## src/rtl/tick_gen_pkg.sv

```systemverilog
// Shared types and defaults for the programmable tick generator.
package tick_gen_pkg;

  typedef enum logic [1:0] {
    IDLE   = 2'd0,
    RUN    = 2'd1,
    PAUSED = 2'd2
  } state_t;

  localparam logic MODE_PERIODIC = 1'b0;
  localparam logic MODE_BURST    = 1'b1;

  localparam int DEF_CNT_W   = 26;
  localparam int DEF_BURST_W = 8;
  localparam int DEF_TC      = 49_999_999;

endpackage

```

## src/rtl/tick_prescaler.sv

```systemverilog
// Prescale counter: counts while enabled, wraps to 0 after reaching tc and
// flags that wrap combinationally. clr has priority over counting.
module tick_prescaler
  import tick_gen_pkg::*;
#(
  parameter int CNT_W = DEF_CNT_W
) (
  input  logic             clk,
  input  logic             rst,
  input  logic             clr,
  input  logic             en,
  input  logic [CNT_W-1:0] tc,
  output logic             wrap
);

  logic [CNT_W-1:0] cnt;

  assign wrap = en && (cnt == tc);

  always_ff @(posedge clk) begin
    if (rst || clr) begin
      cnt <= '0;
    end else if (en) begin
      cnt <= wrap ? '0 : cnt + 1'b1;
    end
  end

endmodule

```

## src/rtl/tick_gen.sv

```systemverilog
// Programmable tick generator with periodic and counted-burst modes.
// Define TICK_GEN_SQW_EN to add the sqw square-wave output.
module tick_gen
  import tick_gen_pkg::*;
#(
  parameter int          CNT_W      = DEF_CNT_W,
  parameter int unsigned DEFAULT_TC = DEF_TC,
  parameter int          BURST_W    = DEF_BURST_W
) (
  input  logic               clk,
  input  logic               rst,
  input  logic               start,
  input  logic               stop,
  input  logic               pause,
  input  logic               mode,
  input  logic [BURST_W-1:0] burst_len,
  input  logic               tc_load,
  input  logic [CNT_W-1:0]   tc_in,
`ifdef TICK_GEN_SQW_EN
  output logic               sqw,
`endif
  output logic               tick,
  output logic               busy,
  output logic               done
);

  // Handshake: start/stop/tc_load are single-cycle strobes sampled on the
  // rising edge; pause is a level. tick/done are one-cycle registered strobes.

  state_t             state, state_n;
  logic [BURST_W-1:0] bcnt, bcnt_n;
  logic [BURST_W-1:0] len_r;
  logic [CNT_W-1:0]   tc_r;
  logic               mode_r;
  logic               tick_n, done_n;
  logic               active, clr, en, wrap;

  assign active = (state != IDLE);
  // Any restart of phase clears the prescaler and suppresses its wrap.
  assign clr    = stop || start || (tc_load && active);
  assign en     = active && !pause && !clr;

  tick_prescaler #(.CNT_W(CNT_W)) u_prescaler (
    .clk  (clk),
    .rst  (rst),
    .clr  (clr),
    .en   (en),
    .tc   (tc_r),
    .wrap (wrap)
  );

  always_comb begin
    state_n = state;
    bcnt_n  = bcnt;
    tick_n  = 1'b0;
    done_n  = 1'b0;
    if (stop) begin
      state_n = IDLE;
      bcnt_n  = '0;
    end else if (start) begin
      state_n = RUN;
      bcnt_n  = '0;
    end else if (active) begin
      state_n = pause ? PAUSED : RUN;
      if (wrap) begin
        tick_n = 1'b1;
        if (mode_r == MODE_BURST) begin
          if (bcnt == len_r - 1'b1) begin
            done_n  = 1'b1;
            state_n = IDLE;
            bcnt_n  = '0;
          end else begin
            bcnt_n = bcnt + 1'b1;
          end
        end
      end
    end
  end

  always_ff @(posedge clk) begin
    if (rst) begin
      state  <= IDLE;
      bcnt   <= '0;
      tc_r   <= CNT_W'(DEFAULT_TC);
      mode_r <= MODE_PERIODIC;
      len_r  <= BURST_W'(1);
      tick   <= 1'b0;
      done   <= 1'b0;
      busy   <= 1'b0;
    end else begin
      state <= state_n;
      bcnt  <= bcnt_n;
      tick  <= tick_n;
      done  <= done_n;
      busy  <= (state_n != IDLE);
      if (tc_load) begin
        tc_r <= tc_in;
      end
      if (start && !stop) begin
        mode_r <= mode;
        len_r  <= (burst_len == '0) ? BURST_W'(1) : burst_len;
      end
    end
  end

`ifdef TICK_GEN_SQW_EN
  always_ff @(posedge clk) begin
    if (rst || stop || start) begin
      sqw <= 1'b0;
    end else if (tick_n) begin
      sqw <= ~sqw;
    end
  end
`endif

endmodule

```

## config.mk

```make
export PLATFORM = sky130hd
export DESIGN_NAME = tick_gen
export DESIGN_NICKNAME = d
export VERILOG_FILES = /design/src/rtl/tick_gen_pkg.sv /design/src/rtl/tick_prescaler.sv /design/src/rtl/tick_gen.sv
export SDC_FILE = /design/constraint.sdc
export NUM_CORES = 1
export LEC_CHECK = 0
export CAP_MARGIN = 30
export CELL_PAD_IN_SITES_DETAIL_PLACEMENT = 0
export CELL_PAD_IN_SITES_GLOBAL_PLACEMENT = 1
export CORE_MARGIN = 5
export CORE_UTILIZATION = 35
export DETAILED_ROUTE_END_ITERATION = 8
export PLACE_DENSITY = 0.75
export SETUP_SLACK_MARGIN = 0.5
export SLEW_MARGIN = 25
export SYNTH_ARGS = -nofsm -noshare
export SYNTH_HDL_FRONTEND = slang
export SYNTH_SLANG_ARGS = --single-unit
```

## constraint.sdc

```tcl
create_clock -name clk -period 2.4 [get_ports clk]
set_input_delay 0.72 -clock clk [delete_from_list [all_inputs] [get_ports clk]]
set_output_delay 0.72 -clock clk [all_outputs]
set_load 0.01 [all_outputs]
```

After elaboration in Yosys (flattened, before gate mapping)
Cells that the tools add are included.
- register bits: 74
- input port bits: 41
- logic and storage cells: 47
- add/subtract/negate cells: 3
- eq/ne operators: 2
- mux-type cells: 12
- bitwise gates (word level): 3
- reduce and logical (&&, ||, !) cells: 18
- operators by type and width (cell ; count):
    26-bit by 1-bit adder with 26-bit output (second input constant) ; 1
    26-bit equality test ; 1
    26-bit 2-to-1 mux ; 1
    8-bit 2-to-1 mux ; 2
    2-bit 2-to-1 mux ; 7
    8-bit by 1-bit adder with 8-bit output (second input constant) ; 1
    8-bit equality test ; 1
    8-bit logical NOT ; 1
    8-bit by 1-bit subtractor with 8-bit output (second input constant) ; 1
    6-bit OR reduction ; 1
    1-bit logical AND ; 5
    2-bit nonzero test ; 2
    4-bit OR reduction ; 1
    1-bit logical NOT ; 3
    1-bit logical OR ; 3
    1-bit NOT ; 3
    3-bit AND reduction ; 1
    3-bit OR reduction ; 1
    1-bit 2-to-1 mux ; 2

Longest topological paths before layout
- word-level depth: 11
- mapped depth: 10
- depth with buffers taken out: 9

Modules after synthesis
A second synthesis with hierarchy kept.
- cell total of the unflattened synthesis: 395
- area total of the unflattened synthesis: 3538.4 um2
- modules (own cells, without submodules) (module ; times used ; cells an instance ; area each (um2) ; sequential area each (um2)):
    tick_gen ; 1 ; 230 ; 2097.0 ; 960.9
    tick_prescaler ; 1 ; 165 ; 1441.4 ; 520.5

Least setup slack after synthesis
Ideal clock, no wire load.
- path kind: input to register
- start point: input tc_load
- end point: register state[0]
- arrival time: 2.187 ns
- path slack: 0.079 ns
- stages on the path: 8
- cells stage by stage: buf_6 -> nor3_2 -> and2_1 -> nand4_1 -> or3_4 -> or2_4 -> o21ai_2 -> a211oi_1
- cells in the longest elaborated chain, start to end: 9
- ends and longest elaborated chain (item ; line ; text):
    from (decl) ; tick_gen.sv:17 ; input logic tc_load,
    1-bit logical AND ; tick_gen.sv:40 ; assign clr = stop || start || (tc_load && active);
    1-bit logical OR ; tick_gen.sv:40 ;
    1-bit logical NOT ; tick_gen.sv:41 ; assign en = active && !pause && !clr;
    1-bit logical AND ; tick_gen.sv:41 ;
    1-bit logical AND ; tick_prescaler.sv:18 ; assign wrap = en && (cnt == tc);
    2-bit 2-to-1 mux ; tick_gen.sv:65 ; if (wrap) begin
    2-bit 2-to-1 mux ; tick_gen.sv:63 ; end else if (active) begin
    2-bit 2-to-1 mux ; tick_gen.sv:60 ; end else if (start) begin
    2-bit 2-to-1 mux ; tick_gen.sv:57 ; if (stop) begin
    to (signal assigned) ; tick_gen.sv:91 ; state <= state_n;
    to (decl) ; tick_gen.sv:30 ; state_t state, state_n;
Every way passes these cells.
A chain may end at the register's enable or synchronous reset.

Worst setup path in the final report
Ends and elaborated chain as after synthesis.

==> results.md <==
- PwrDens: 564 nW/um^2
- Distinct cells, synth: 45
- Slew headroom: 0.668
- Mapped Cells: 404
- Synth area leader: dfxtp_1
- Post-synth top area share: 0.413
- Initial antenna violation count: 0
- Largest stage delay, worst path: 0.34 ns
- Flops & latches, synth: 74
- Layout area overhead: 30.9%
- Unrepaired setup endpoints after global routing: yes
- Synth warn: 0
- Buf/Inv on CP: 2
- Worst IR drop on VDD: 0.258 mV
- Critical path depth in cells: 9
- Sw Ratio: 0.234
- Layout Cells excl Fill: 613
- Sink Count: 74
- Drt drc: 0
- Cell Area, Synth: 3590 sq um
- Diodes inserted: 0
- Total GRT Usage: 0.140
- Top-Level Pins: 44
- Combinational share of power: 0.108
- Die Y: 111 um
- Critical Path Fanout Max: 5
- Final setup viols: 0
- Nets: 517
- Setup tns final: 0 ns
- Final worst slack: 0.385 ns
- R2R depth: 7
- Max-Cap Viols: 0
- Seq/Total Area, Yosys: 0.413
- Power consumption: 2.65 mW
- Hold Worst Slack: 0.458 ns
- Drt initial violations: 136
- Pint: 2.03 mW
- Reg2Reg Setup Slack: 0.39 ns
- Vias in the first global route: 2915
- Post-DP Area: 4280 sq um
- Final Cell Area: 4700 sq um
- Fraction of registers with async set/reset: 0
- Routed Antenna Nets: 0
- Initial Utilization: 0.353
- Clk Latency, worst-skew pair: 0.35 ns
- Die width: 111 um
- WL/cell: 13.5 um
- Net Switching: 0.620 mW
- Cts bufs inserted: 9
- Post-DR vias/cell: 4.91
- Delay-heaviest family, CP: simple AND/OR/NAND/NOR gates
- Die area: 12400 sq um
- Post-Place Cells: 584
- CP endpoint kind: register
- H-tree depth: 3
- Clock root buffer: clkbuf_8
- Fin. Hold Viols: 0
- Worst Skew: 0.00864 ns
- Worst-margin pin slew: 0.499 ns
- Mean Syn Cell Area: 8.89 sq um
- Worst Hold Depth: 2
- CTS clk-pin slew, worst paths: 0.08 ns
- Setup CP Type: input port to register
- Drt first pass iters: 4
- Rows: 37
- Core ar.: 10200 sq um
- LEAKAGE: 1.76 nW
- CP startpoint kind: input port
- Area contributors post-synth: dfxtp_1 41%, xor2_1 10%, a211o_1 4.6%, nand2_1 4.4%, nor2_1 4.2%
- Top FF cell, synth: dfxtp_1
- Data arrival time of the worst path: 2.25 ns
- # port buffers: 43
- Status: finished, final reports clean
- First-pass GRT wire length: 14.3 mm
- Finished Core Util: 0.461
- Hold Crit Class: register to register
- Crit path time final: 2.01 ns
- Share of cells above drive strength 1: 0.214
- Crit path cell chain: buf_8 > nor3_4 > and2_4 > nand4_1 > buf_4 > or3_4 > or2_4 > o21ai_2 > a211oi_1
- Pin count of the biggest net entering global routing: 46
- DPL Wire Length: 5.95 mm
- Pre-CTS setup slack: -0.334 ns
- EDFF count, synth: 0
- Slowest-stage cell, CP: or3_4
- CTS tree: yes
- F_max: 0.496 GHz
- Clk pwr share: 0.402
- Fraction of the cycle the final worst path needs: 0.839
- GRT overflow: 0
- GP Congestion: 0.753
- Worst Path Required: 2.63 ns
- Clock buffer depth: 2
- Pins Over Slew Limit: 0
- WL final: 8.29 mm
- Vias: 3008
- Syn Nets: 448
- Sequential share of power: 0.489
## flip-flops by register name (all words and copies together) (netlist names)
signal and flops:
tick 1, busy 1, u_prescaler.cnt 26, state 2, bcnt 8, len_r 8, mode_r 1, tc_r 26
done 1
## synth_stat cells, drive strengths merged, types with 2 or more instances
| cell | instances |
|---|---|
| a211o | 19 |
| nor3b | 2 |
| or3 | 5 |
| nand2 | 42 |
| ha | 3 |
| xor2 | 42 |
| nor4 | 9 |
| inv | 8 |
| nand3 | 20 |
| o31ai | 2 |
| mux2i | 9 |
| nor2 | 40 |
| o21ai | 8 |
| o311ai | 6 |
| nor2b | 18 |
| and3 | 5 |
| dfxtp | 74 |
| or2 | 5 |
| buf | 10 |
| nor3 | 9 |
| clkbuf | 11 |
| nand4 | 12 |
| and4 | 4 |
| a211oi | 2 |
| and2 | 3 |
| xnor2 | 14 |
| a21oi | 16 |
## cell families (layout without fill, tap and decap cells)
family	after synthesis	count (layout)	share of synthesized area
adders and majority gates	3	3	0.0105
AOI/OAI and AO/OA	57	57	0.116
buffers and inverters	29	102	0.0369
muxes	9	9	0.0251
and+or+nand+nor	176	176	0.262
DFF	74	74	0.413
xor gates and xnor gates	56	56	0.137
## worst min-delay path, delay by kind of cell (launching register included)
kind / cells / cell delay, ns
AO/OA/AOI/OAI: 1 / 0.05
AND/OR/NAND/NOR: 1 / 0.05
flip-flops: 1 / 0.31
## final timing paths
| kind | start | to |
|---|---|---|
| max | tc_load | state[0] |
| min | mode_r | mode_r |
| min reg2reg | mode_r | mode_r |
| max reg2reg | u_prescaler.cnt[17] | state[0] |
## per-layer routing
| layer | vias up | track usage | part of all wire |
|---|---|---|---|
| met5 | - | 0 | 0 |
| met1 | 1417 | 0.185 | 0.47 |
| met4 | 0 | 0.0552 | 0.018 |
| li1 | 1532 | - | - |
| met3 | 12 | 0.0306 | 0.034 |
| met2 | 47 | 0.222 | 0.48 |
## cells in the final DEF (no fill, tap or decap), types with 3 or more instances in the layout
cell type	synthesis	final
inv_1	8	6
or3_1	4	4
nand3_2	2	3
o21ai_0	7	4
dlygate4sd2_1	0	3
xnor2_1	14	14
a211o_1	19	19
nand3_1	18	16
o21ai_1	0	3
o311ai_1	6	5
clkbuf_8	0	10
a21oi_1	16	15
nor3_1	7	6
nor2_1	40	39
dfxtp_1	74	61
nor4_1	5	3
nor4_2	3	4
clkdlybuf4s50_1	0	36
nor2b_1	18	18
nand2_1	42	41
and3_1	5	5
dfxtp_2	0	12
nand4_1	12	12
xor2_1	42	41
buf_4	3	35
mux2i_1	9	9
## layout make-up
class / instances / area (sq um)
fillers: 1008 / 5490
multi-input cells: 301 / 2080
flip-flops and latches: 74 / 1500
repair buffers: 79 / 706
well taps: 136 / 170
clock buffers: 10 / 138
clock inverters: 5 / 78.8
inverters: 8 / 30.0
## power groups by stage
stage | Clock (mW) | Combinational, mW | Sequential (mW)
2_1_floorplan | 0 | 0.153 | 1.31
6_report | 1.07 | 0.287 | 1.30
3_5_place_dp | 0 | 0.264 | 1.32
3_3_place_gp | 0 | 0.262 | 1.32
4_1_cts | 1.09 | 0.285 | 1.30
5_1_grt | 1.15 | 0.316 | 1.30
## timing repair
| action | in CTS | in global routing |
|---|---|---|
| hold endpoints to repair | 0 | 0 |
| buffers inserted | 11 | 3 |
| setup endpoints to repair | 41 | 38 |
| gates resized for setup | 48 | 8 |
| hold buffers | 0 | 0 |
| pin swaps | 25 | 6 |
Power figures use the tool's default switching activity.
